File: src/rtl/odu_cfg_host.sv
// ODU configuration bus master: one chip-select framed register
// access per command, with programmable setup/strobe/hold phases.
module odu_cfg_host #(
  parameter int DATA_WIDTH_CFG = 16,
  parameter int ADDR_WIDTH_CFG = 5,
  parameter int SETUP_CYC      = 1,
  parameter int STROBE_CYC     = 2,
  parameter int HOLD_CYC       = 1
) (
  input  logic                      clk,
  input  logic                      rst,
  input  logic                      cmd_valid,
  output logic                      cmd_ready,
  input  logic                      cmd_we,
  input  logic [ADDR_WIDTH_CFG-1:0] cmd_addr,
  input  logic [DATA_WIDTH_CFG-1:0] cmd_wdata,
  output logic                      rsp_valid,
  output logic [DATA_WIDTH_CFG-1:0] rsp_rdata,
  output logic                      busy,
  output logic                      cfg_n_cs,
  output logic                      cfg_n_we,
  output logic                      cfg_n_oe,
  output logic [ADDR_WIDTH_CFG-1:0] cfg_addr,
  output logic [DATA_WIDTH_CFG-1:0] cfg_din,
  input  logic [DATA_WIDTH_CFG-1:0] cfg_dout
);

  localparam int MAX_SP = (SETUP_CYC > STROBE_CYC) ? SETUP_CYC : STROBE_CYC;
  localparam int MAX_C  = (MAX_SP > HOLD_CYC) ? MAX_SP : HOLD_CYC;
  localparam int CW     = $clog2(MAX_C + 1);

  localparam logic [CW-1:0] S_LD = CW'(SETUP_CYC - 1);
  localparam logic [CW-1:0] P_LD = CW'(STROBE_CYC - 1);
  localparam logic [CW-1:0] H_LD = CW'(HOLD_CYC - 1);

  typedef enum logic [1:0] {
    IDLE,
    SETUP,
    STROBE,
    HOLD
  } state_e;

  state_e                    state_q, state_d;
  logic [CW-1:0]             cnt_q, cnt_d;
  logic                      we_q, we_d;
  logic [ADDR_WIDTH_CFG-1:0] addr_q, addr_d;
  logic [DATA_WIDTH_CFG-1:0] din_q, din_d;
  logic [DATA_WIDTH_CFG-1:0] rdata_q, rdata_d;
  logic                      rsp_q, rsp_d;
  logic                      n_cs_q, n_cs_d;
  logic                      n_we_q, n_we_d;
  logic                      n_oe_q, n_oe_d;

  always_comb begin
    state_d = state_q;
    cnt_d   = cnt_q;
    we_d    = we_q;
    addr_d  = addr_q;
    din_d   = din_q;
    rdata_d = rdata_q;
    rsp_d   = 1'b0;
    unique case (state_q)
      IDLE: begin
        if (cmd_valid) begin
          state_d = SETUP;
          cnt_d   = S_LD;
          we_d    = cmd_we;
          addr_d  = cmd_addr;
          din_d   = cmd_wdata;
        end
      end
      SETUP: begin
        if (cnt_q == '0) begin
          state_d = STROBE;
          cnt_d   = P_LD;
        end else begin
          cnt_d = cnt_q - 1'b1;
        end
      end
      STROBE: begin
        if (cnt_q == '0) begin
          state_d = HOLD;
          cnt_d   = H_LD;
          if (!we_q) rdata_d = cfg_dout;
        end else begin
          cnt_d = cnt_q - 1'b1;
        end
      end
      HOLD: begin
        if (cnt_q == '0) begin
          state_d = IDLE;
          rsp_d   = 1'b1;
        end else begin
          cnt_d = cnt_q - 1'b1;
        end
      end
      default: state_d = IDLE;
    endcase
    // Strobes are decoded from the next state so the pins come straight from flops
    n_cs_d = (state_d == IDLE);
    n_we_d = !((state_d == STROBE) && we_d);
    n_oe_d = !((state_d == STROBE) && !we_d);
  end

  always_ff @(posedge clk or posedge rst) begin
    if (rst) begin
      state_q <= IDLE;
      cnt_q   <= '0;
      we_q    <= 1'b0;
      addr_q  <= '0;
      din_q   <= '0;
      rdata_q <= '0;
      rsp_q   <= 1'b0;
      n_cs_q  <= 1'b1;
      n_we_q  <= 1'b1;
      n_oe_q  <= 1'b1;
    end else begin
      state_q <= state_d;
      cnt_q   <= cnt_d;
      we_q    <= we_d;
      addr_q  <= addr_d;
      din_q   <= din_d;
      rdata_q <= rdata_d;
      rsp_q   <= rsp_d;
      n_cs_q  <= n_cs_d;
      n_we_q  <= n_we_d;
      n_oe_q  <= n_oe_d;
    end
  end

  assign cmd_ready = (state_q == IDLE);
  assign busy      = (state_q != IDLE);
  assign rsp_valid = rsp_q;
  assign rsp_rdata = rdata_q;
  assign cfg_n_cs  = n_cs_q;
  assign cfg_n_we  = n_we_q;
  assign cfg_n_oe  = n_oe_q;
  assign cfg_addr  = addr_q;
  assign cfg_din   = din_q;

endmodule

File: config.mk
export PLATFORM = sky130hd
export DESIGN_NAME = odu_cfg_host
export DESIGN_NICKNAME = d
export VERILOG_FILES = /design/src/rtl/odu_cfg_host.sv
export SDC_FILE = /design/constraint.sdc
export NUM_CORES = 1
export LEC_CHECK = 0
export ABC_CLOCK_PERIOD_IN_PS = 2700
export CORE_UTILIZATION = 41
export DETAILED_ROUTE_END_ITERATION = 7
export PLACE_DENSITY = 0.82
export RECOVER_POWER = 50
export SLEW_MARGIN = 20
export SYNTH_ARGS = -nofsm -noshare
export SYNTH_HDL_FRONTEND = slang
export SYNTH_SLANG_ARGS = --single-unit
File: constraint.sdc
create_clock -name clk -period 2.7 [get_ports clk]
set_clock_uncertainty 0.2 [all_clocks]
set_input_delay 0.54 -clock clk [delete_from_list [all_inputs] [get_ports clk]]
set_output_delay 0.54 -clock clk [all_outputs]
set_load 0.03 [all_outputs]
==> results of run 1 <==
stage by stage:
stage	power, W	std cells	worst slack [ns]	hold WS [ns]	util, %
3_3_place_gp	0.00330	252	0.485	0.287	62.7
3_5_place_dp	0.00338	252	0.445	0.292	62.7
4_1_cts	0.00388	260	0.111	0.304	65.2
5_1_grt	0.00402	260	0.0411	0.329	64.7
2_1_floorplan	0.00256	121	0.807	0.260	-
6_report	0.00382	260	0.101	0.302	64.7
worst paths after layout:
path / from / endpoint / slack, ns / depth (start not counted)
min in group asynchronous: rst / cfg_addr[1] / 0.54 / 2
setup / recovery: state_q[1] / cmd_ready / 0.10 / 3
hold / removal: we_q / cfg_n_we / 0.30 / 1
hold reg to reg: we_q / cfg_n_we / 0.30 / 1
setup reg to reg: state_q[1] / cfg_din[14] / 0.58 / 4
max in group asynchronous: rst / state_q[0] / 0.77 / 3
critical path, cell delays in order (launching register included):
cell,delay (ns)
dfrtp_1,0.53
or2_4,0.29
inv_1,0.07
clkdlybuf4s50_1,0.68
layout make-up:
class	instances	area share, %
clock buffers	5	2.43
clock inverters	3	1.41
inverters	5	0.662
multi-input cells	64	22.8
flip-flops and latches	46	40.7
well taps	52	2.29
repair buffers	85	29.7
flip-flops by register name, indices dropped and copies added (netlist names):
signal	cells
cfg_din	16
rsp_rdata	16
cfg_addr	5
cnt_q	2
state_q	2
cfg_n_cs	1
cfg_n_oe	1
cfg_n_we	1
rsp_valid	1
we_q	1
synth_stat cells:
| cell | count | area (sq um) |
|---|---|---|
| and2b_1 | 1 | 7.51 |
| or2_4 | 1 | 8.76 |
| nor3_4 | 1 | 16.3 |
| inv_1 | 4 | 15.0 |
| a311o_1 | 1 | 10.0 |
| nand2_1 | 2 | 7.51 |
| and4bb_2 | 1 | 12.5 |
| xor2_1 | 1 | 8.76 |
| and3_1 | 1 | 6.26 |
| and2_4 | 1 | 8.76 |
| a221o_1 | 1 | 10.0 |
| dfstp_2 | 3 | 78.8 |
| buf_2 | 1 | 5.00 |
| nand2b_1 | 3 | 18.8 |
| inv_2 | 1 | 3.75 |
| a21oi_1 | 2 | 10.0 |
| o21bai_1 | 1 | 7.51 |
| or3_1 | 1 | 6.26 |
| mux2_4 | 3 | 45.0 |
| ha_1 | 3 | 37.5 |
| mux2_2 | 35 | 394 |
| buf_8 | 1 | 15.0 |
| dfrtp_1 | 43 | 1080 |
| o22ai_1 | 1 | 6.26 |
| nor3_1 | 1 | 5.00 |
| nand2_4 | 1 | 11.3 |
| nor2_1 | 1 | 3.75 |
| buf_6 | 4 | 45.0 |
| xnor2_1 | 1 | 8.76 |
power groups by stage:
stage | Combinational (W) | Clock, W | Sequential [W]
after floorplan | 0.000723 | 0 | 0.00184
after detailed placement | 0.00209 | 0 | 0.00129
after CTS | 0.00210 | 0.000508 | 0.00127
after global routing | 0.00217 | 0.000537 | 0.00131
final | 0.00206 | 0.000493 | 0.00127
after global placement | 0.00204 | 0 | 0.00126
kinds of logic after synthesis:
kind of cell | after synthesis | synth area share, %
buffers and inverters | 11 | 4.44
flip-flops | 46 | 61.1
adder cells (fa/ha/maj) | 3 | 1.99
AND/OR/NAND/NOR | 15 | 5.96
XOR/XNOR | 2 | 0.927
multiplexers | 38 | 23.2
AO/OA/AOI/OAI | 6 | 2.32
layer usage:
layer | part of all wire [%] | vias to the layer above | track usage, %
li1 | - | 583 | -
met5 | 0 | - | 0
met2 | 55 | 35 | 31.6
met1 | 39 | 628 | 22.1
met4 | 1.6 | 0 | 6.67
met3 | 4.4 | 8 | 4.47
==> flow_summary.json, run 1 <==
{
  "max_cap_violations": 0,
  "setup_violations": 0,
  "portBuffers": 83,
  "worst_pin_slew_ns": 0.794,
  "ant_nets": 0,
  "power_density_nw_per_um2": 1350,
  "cp-end-kind": "output port",
  "syn_area_per_cell_sq_um": 15.6,
  "min_period_over_period_pct": 96.3,
  "cp-start-kind": "flop",
  "worstPathMaxFanout": 11,
  "cts_sinks": 46,
  "p_seq_share_pct": 33.1,
  "ctsHoldBuffers": 0,
  "intPower_w": 0.00231,
  "grt_overflow": 0,
  "placed_area_sq_um": 2750,
  "htree_levels": 2,
  "final_hold_viol_count": 0,
  "die_h_um": 69.9,
  "netSwitchingPower_w": 0.00151,
  "synthesis.nets": 165,
  "seq_area_frac_synth_pct": 61.1,
  "drc": 0,
  "switching_share_pct": 39.6,
  "max-vdd-ir-drop_uv": 691,
  "die_w_um": 69.9,
  "num_vias": 1254,
  "ff_latch_area_sq_um": 1150,
  "insertion_delay_ns": 0.29,
  "cts_root_buf": "clkbuf_8",
  "antenna_found_initial": 0,
  "grt_pass1_vias": 1384,
  "fillCellCount": 330,
  "status": "finished clean",
  "synth_seq_cells": 46,
  "start_util_pct": 43.1,
  "yosysWarnings": 0,
  "design_area_sq_um": 2840,
  "fin_setup_tns_ns": 0,
  "crit_arrival_ns": 1.86,
  "synth_cell_types": 29,
  "clk_pin_slew_worst_paths_ns": 0.08,
  "multiInputGateArea_sq_um": 646,
  "layout_commonest_cell": "clkdlybuf4s50_1",
  "grt_max_degree": 26,
  "mappedNetlistArea_sq_um": 1890,
  "power_frac_comb_pct": 53.9,
  "track_usage_pct": 18.3,
  "cp.required_ns": 1.96,
  "synthCells": 121,
  "grt_setup_unrepaired": "false",
  "leakagePower_nw": 1.19,
  "drt_iter0_drc": 75,
  "antenna_cells": 0,
  "fp-row-count": 24,
  "slew_violations": 0,
  "finalWirelength_um": 4110,
  "avgViaCountPerCell": 4.82,
  "timing.final.crit_period_ns": 2.60,
  "cts_resized": 0,
  "die_area_sq_um": 4880,
  "dr.pass1.iters": 4,
  "num_io_pins": 84,
  "wl_per_cell_um": 15.8,
  "cts_made_buffers": 5,
  "worst-setup-path-type": "flop to output port",
  "dpl.hpwl_um": 3140,
  "final_layout_size_suffix_gt1_share_pct": 26.4,
  "grt_first_pass_wirelength_um": 6910,
  "fin_nets": 251,
  "core_sq_um": 4380,
  "slew_headroom_pct": 46.7,
  "post_cts_buffers": 0,
  "clockBufferDepth": 2,
  "syn2layout_area_growth_pct": 50.1,
  "place_congestion": 0.837,
  "hold_class": "flop to flop",
  "clock_power_share_pct": 12.9,
  "max_freq_ghz": 0.385,
  "cts_tree": "yes",
  "final_cell_mix": "clkdlybuf4s50_1 (81), dfrtp_1 (43), mux2_2 (35)"
}
Power figures use the tool's default switching activity.
==> inputs of run 2 (changes only) <==
--- a/config.mk
+++ b/config.mk
@@ -8,8 +8,8 @@
 export ABC_CLOCK_PERIOD_IN_PS = 2700
 export CORE_UTILIZATION = 41
 export DETAILED_ROUTE_END_ITERATION = 7
+export MAX_ROUTING_LAYER = met4
 export PLACE_DENSITY = 0.82
-export RECOVER_POWER = 50
 export SLEW_MARGIN = 20
 export SYNTH_ARGS = -nofsm -noshare
 export SYNTH_HDL_FRONTEND = slang
==> run 2 against run 1 <==
Net effect:
- combinational power barely moved
- die area did not move
- cell area rose by 0.71%
- flip-flop and latch count did not move
- hold slack improved by 0.0038 ns
- core utilization rose by 0.46 points
- first-iteration DRC count fell by 16%
- clock power barely moved
- register-to-register slack improved by 0.11 ns
- global-route usage rose by 0.56 points
- via count barely moved
- power rose by 0.42%
- critical path type unchanged
==> flow_summary.json, run 2 (synthesis gave the netlist of run 1 again) <==
{
  "status": "finished clean",
  "worstPathMaxFanout": 11,
  "placed_area_sq_um": 2750,
  "antenna_cells": 0,
  "cts_resized": 0,
  "post_cts_buffers": 0,
  "clk_pin_slew_worst_paths_ns": 0.08,
  "max-vdd-ir-drop_uv": 691,
  "die_h_um": 69.9,
  "fp-row-count": 24,
  "grt_max_degree": 26,
  "setup_violations": 0,
  "dp_slack_ns": 0.445,
  "hold_class": "flop to flop",
  "cp-start-kind": "flop",
  "multiInputGateArea_sq_um": 651,
  "core_sq_um": 4380,
  "max_cap_violations": 0,
  "r2r_start": "cnt_q[0]",
  "ant_nets": 0,
  "hold_end": "cfg_n_we",
  "crit_slowest_cell": "clkdlybuf4s50_1",
  "htree_levels": 2,
  "cpPeakStageDelay_ns": 0.67,
  "ff_latch_area_sq_um": 1150,
  "max_freq_ghz": 0.388,
  "fillCellCount": 326,
  "grt_first_pass_wirelength_um": 6900,
  "final_layout_size_suffix_gt1_share_pct": 27.4,
  "fin_total_pwr_w": 0.00383,
  "fin_setup_tns_ns": 0,
  "path_cells": "or2_4 > inv_2 > clkdlybuf4s50_1",
  "avgViaCountPerCell": 4.82,
  "start_util_pct": 43.1,
  "cts_sinks": 46,
  "portBuffers": 83,
  "power_density_nw_per_um2": 1340,
  "die_area_sq_um": 4880,
  "syn2layout_area_growth_pct": 51.2,
  "design_area_sq_um": 2860,
  "ctsHoldBuffers": 0,
  "grt_pass1_vias": 1374,
  "track_usage_pct": 18.8,
  "worst_pin_slew_ns": 0.839,
  "layout_commonest_cell": "clkdlybuf4s50_1",
  "worst-setup-path-type": "flop to output port",
  "antenna_found_initial": 0,
  "timing.final.crit_period_ns": 2.58,
  "cts_root_buf": "clkbuf_8",
  "finalWirelength_um": 4110,
  "cp.required_ns": 1.96,
  "wl_per_cell_um": 15.8,
  "crit_arrival_ns": 1.84,
  "r2r_slack_ns": 0.69,
  "dpl.hpwl_um": 3140,
  "grt_setup_unrepaired": "false",
  "cts_made_buffers": 5,
  "final_cell_mix": "clkdlybuf4s50_1 (83), dfrtp_1 (43), mux2_2 (35)",
  "slew_violations": 0,
  "hold_path_depth": 1,
  "fin_nets": 251,
  "timing.final.ws_setup_ns": 0.122,
  "reg2reg_to": "rsp_rdata[14]",
  "grt_overflow": 0,
  "cp-end-kind": "output port",
  "drt_iter0_drc": 63,
  "drc": 0,
  "place_congestion": 0.850,
  "num_vias": 1253,
  "slew_headroom_pct": 43.7,
  "rr_worst_depth": 6,
  "final_hold_viol_count": 0,
  "leakagePower_nw": 1.20,
  "insertion_delay_ns": 0.29,
  "num_io_pins": 84,
  "clockBufferDepth": 2,
  "cts_tree": "yes",
  "die_w_um": 69.9,
  "min_period_over_period_pct": 95.5,
  "dr.pass1.iters": 4,
  "hp-start": "we_q"
}
[run 2: cell count changes in the layout (fill, tap and decap cells not counted)]
cell,change
clkbuf_2,-1
clkdlybuf4s50_1,+2
mux2_1,-1
and2_2,-1
mux2_4,+1
and2_4,+1
dlygate4sd3_1,-2
inv_2,+1
inv_1,-1
buf_12,+1
[run 2: per-layer routing]
metal  GRT usage, %  vias up  share of wire [%]
li1               -      585                  -
met2           31.6       39                 55
met1           22.2      623                 39
met4           6.67        0                1.4
met5              -        -                  0
met3           4.33        6                4.6
[run 2: worst max-delay path: cells and delay by family (launching register included)]
family | cells | cell delay [ns]
buf+inv | 2 | 0.73
flops | 1 | 0.52
simple gates | 1 | 0.30
[run 2: worst max-delay path by stage]
stage | startpoint | endpoint | slack, ns | cells past startpoint
floorplan | cnt_q[0] | rsp_rdata[0] | 0.81 | 6
global placement | state_q[0] | cmd_ready | 0.48 | 3
detailed placement | state_q[0] | cmd_ready | 0.44 | 3
CTS | state_q[0] | cmd_ready | 0.11 | 3
global route | state_q[0] | cmd_ready | 0.06 | 3
finish | state_q[1] | cmd_ready | 0.12 | 3
[run 2: report_power, final]
| part | internal, W | switching [W] |
|---|---|---|
| sequential | 0.00105 | 0.000223 |
| clock | 0.000272 | 0.000220 |
| combinational | 0.00100 | 0.00107 |
| total | 0.00232 | 0.00152 |
[run 2: through the flow]
step	hold slack, ns	utilization, %	std cells
CTS	0.304	65.2	260
floorplan	0.260	-	121
global route	0.329	65.2	260
detailed placement	0.292	62.7	252
finish	0.306	65.2	260
global placement	0.287	62.7	252
[run 2: final cells by class]
| cell class | instances | area share [%] |
|---|---|---|
| Clock buffer | 5 | 2.41 |
| Clock inverter | 3 | 1.40 |
| Inverter | 5 | 0.657 |
| Multi-Input combinational cell | 64 | 22.8 |
| Sequential cell | 46 | 40.4 |
| Tap cell | 52 | 2.28 |
| Timing Repair Buffer | 85 | 30.0 |
==> inputs of run 3 (changes only) <==
--- a/config.mk
+++ b/config.mk
@@ -6,9 +6,9 @@
 export NUM_CORES = 1
 export LEC_CHECK = 0
 export ABC_CLOCK_PERIOD_IN_PS = 2700
+export CAP_MARGIN = 10
 export CORE_UTILIZATION = 41
 export DETAILED_ROUTE_END_ITERATION = 7
-export MAX_ROUTING_LAYER = met4
 export PLACE_DENSITY = 0.82
 export SLEW_MARGIN = 20
 export SYNTH_ARGS = -nofsm -noshare
==> run 3 against run 2 <==
Net effect:
- via count about the same
- cell area unchanged
- power increased by 0.13%
- clock power about the same
- sequential share of layout area unchanged
- clock-buffer cell count unchanged
- wire length increased by 0.73%
- cell count unchanged
- largest cell class unchanged
- largest power group unchanged
==> flow_summary.json, run 3 (synthesis gave the netlist of run 1 again) <==
{
  "start_util_pct": 43.1,
  "dpl.hpwl_um": 3140,
  "slew_headroom_pct": 43.0,
  "cts_sinks": 46,
  "clock_power_share_pct": 12.8,
  "placed_area_sq_um": 2750,
  "switching_share_pct": 39.6,
  "dr.pass1.iters": 4,
  "worstPathMaxFanout": 11,
  "insertion_delay_ns": 0.29,
  "die_area_sq_um": 4880,
  "worst_pin_slew_ns": 0.849,
  "dp_slack_ns": 0.445,
  "worst-setup-path-type": "flop to output port",
  "finalCoreUtilization_pct": 65.2,
  "core_sq_um": 4380,
  "die_h_um": 69.9,
  "drt_iter0_drc": 70,
  "power_frac_comb_pct": 54.1,
  "status": "finished clean",
  "crit_arrival_ns": 1.84,
  "final_cell_mix": "clkdlybuf4s50_1 (83), dfrtp_1 (43), mux2_2 (35)",
  "num_vias": 1252,
  "cp.required_ns": 1.96,
  "design_area_sq_um": 2860,
  "drc": 0,
  "place_congestion": 0.837,
  "intPower_w": 0.00232,
  "cp-start-kind": "flop",
  "track_usage_pct": 18.3,
  "syn2layout_area_growth_pct": 51.2,
  "wl_per_cell_um": 15.9,
  "final_layout_size_suffix_gt1_share_pct": 27.4,
  "timing.final.ws_setup_ns": 0.119,
  "timing.final.crit_period_ns": 2.58,
  "setup_violations": 0,
  "final_hold_viol_count": 0,
  "grt_max_degree": 26,
  "netSwitchingPower_w": 0.00152,
  "clk_pin_slew_worst_paths_ns": 0.08,
  "grt_first_pass_wirelength_um": 6910,
  "max_cap_violations": 0,
  "finalWirelength_um": 4140,
  "max-vdd-ir-drop_uv": 695,
  "grt_overflow": 0,
  "cts_made_buffers": 5,
  "fin_nets": 251,
  "die_w_um": 69.9,
  "hold_class": "flop to flop",
  "power_density_nw_per_um2": 1340,
  "max_freq_ghz": 0.387,
  "min_period_over_period_pct": 95.6,
  "antenna_cells": 0,
  "cts_tree": "yes",
  "grt_pass1_vias": 1384,
  "clockBufferDepth": 2,
  "ctsHoldBuffers": 0,
  "htree_levels": 2,
  "antenna_found_initial": 0,
  "fin_setup_tns_ns": 0,
  "cp-end-kind": "output port",
  "cts_resized": 0,
  "fillCellCount": 326,
  "grt_setup_unrepaired": "false",
  "crit_slowest_cell": "clkdlybuf4s50_1",
  "avgViaCountPerCell": 4.82,
  "cts_root_buf": "clkbuf_8",
  "slew_violations": 0,
  "layout_commonest_cell": "clkdlybuf4s50_1",
  "portBuffers": 83,
  "post_cts_buffers": 0,
  "leakagePower_nw": 1.20,
  "path_cells": "or2_4 > inv_2 > clkdlybuf4s50_1",
  "num_io_pins": 84,
  "fp-row-count": 24,
  "p_seq_share_pct": 33.1,
  "ant_nets": 0,
  "cpPeakStageDelay_ns": 0.67
}
## run 3: cell counts in the layout (fill, tap and decap cells not counted)
Identical to the previous run, type by type.
## run 3: final cells by class
class / count / area [sq um] / share of cell area [%]
inverter: 5 / 18.8 / 0.657
clock buffer: 5 / 68.8 / 2.41
tap: 52 / 65.1 / 2.28
sequential: 46 / 1150 / 40.4
clock inverter: 3 / 40.0 / 1.40
timing repair buffer: 85 / 858 / 30.0
multi-input combinational: 64 / 651 / 22.8
## run 3: routing by layer
layer  routed length (um)  global-route usage, %  up-vias
met1                 1620                   22.1      622
met2                 2260                   31.6       37
met5                    0                      0        -
met4                   67                   6.67        0
met3                  193                   4.47        8
li1                     -                      -      585
## run 3: final timing paths
kind,startpoint,to,slack (ns),depth (start not counted)
max in group asynchronous,rst,cfg_n_oe,1.26,3
min reg2reg,we_q,cfg_n_we,0.31,1
min in group asynchronous,rst,cfg_addr[1],0.42,2
max,state_q[1],cmd_ready,0.12,3
max reg2reg,cnt_q[0],rsp_rdata[14],0.67,6
min,we_q,cfg_n_we,0.31,1
## run 3: stage by stage
step | std cells | hold WS (ns) | power, W
finish | 260 | 0.307 | 0.00384
global route | 260 | 0.329 | 0.00403
CTS | 260 | 0.304 | 0.00388
detailed placement | 252 | 0.292 | 0.00338
global placement | 252 | 0.287 | 0.00330
floorplan | 121 | 0.260 | 0.00256
## run 3: critical path, delay by kind of cell, from the launching register on
kind	cells	cell delay (ns)
flops	1	0.53
simple gates	1	0.30
buf+inv	2	0.73
## run 3: power by group through the flow
stage                     sequential (W)  combinational [W]  clock [W]
after floorplan                  0.00184           0.000723          0
after global placement           0.00126            0.00204          0
after detailed placement         0.00129            0.00209          0
after CTS                        0.00127            0.00210   0.000508
after global routing             0.00132            0.00218   0.000537
final                            0.00127            0.00208   0.000493
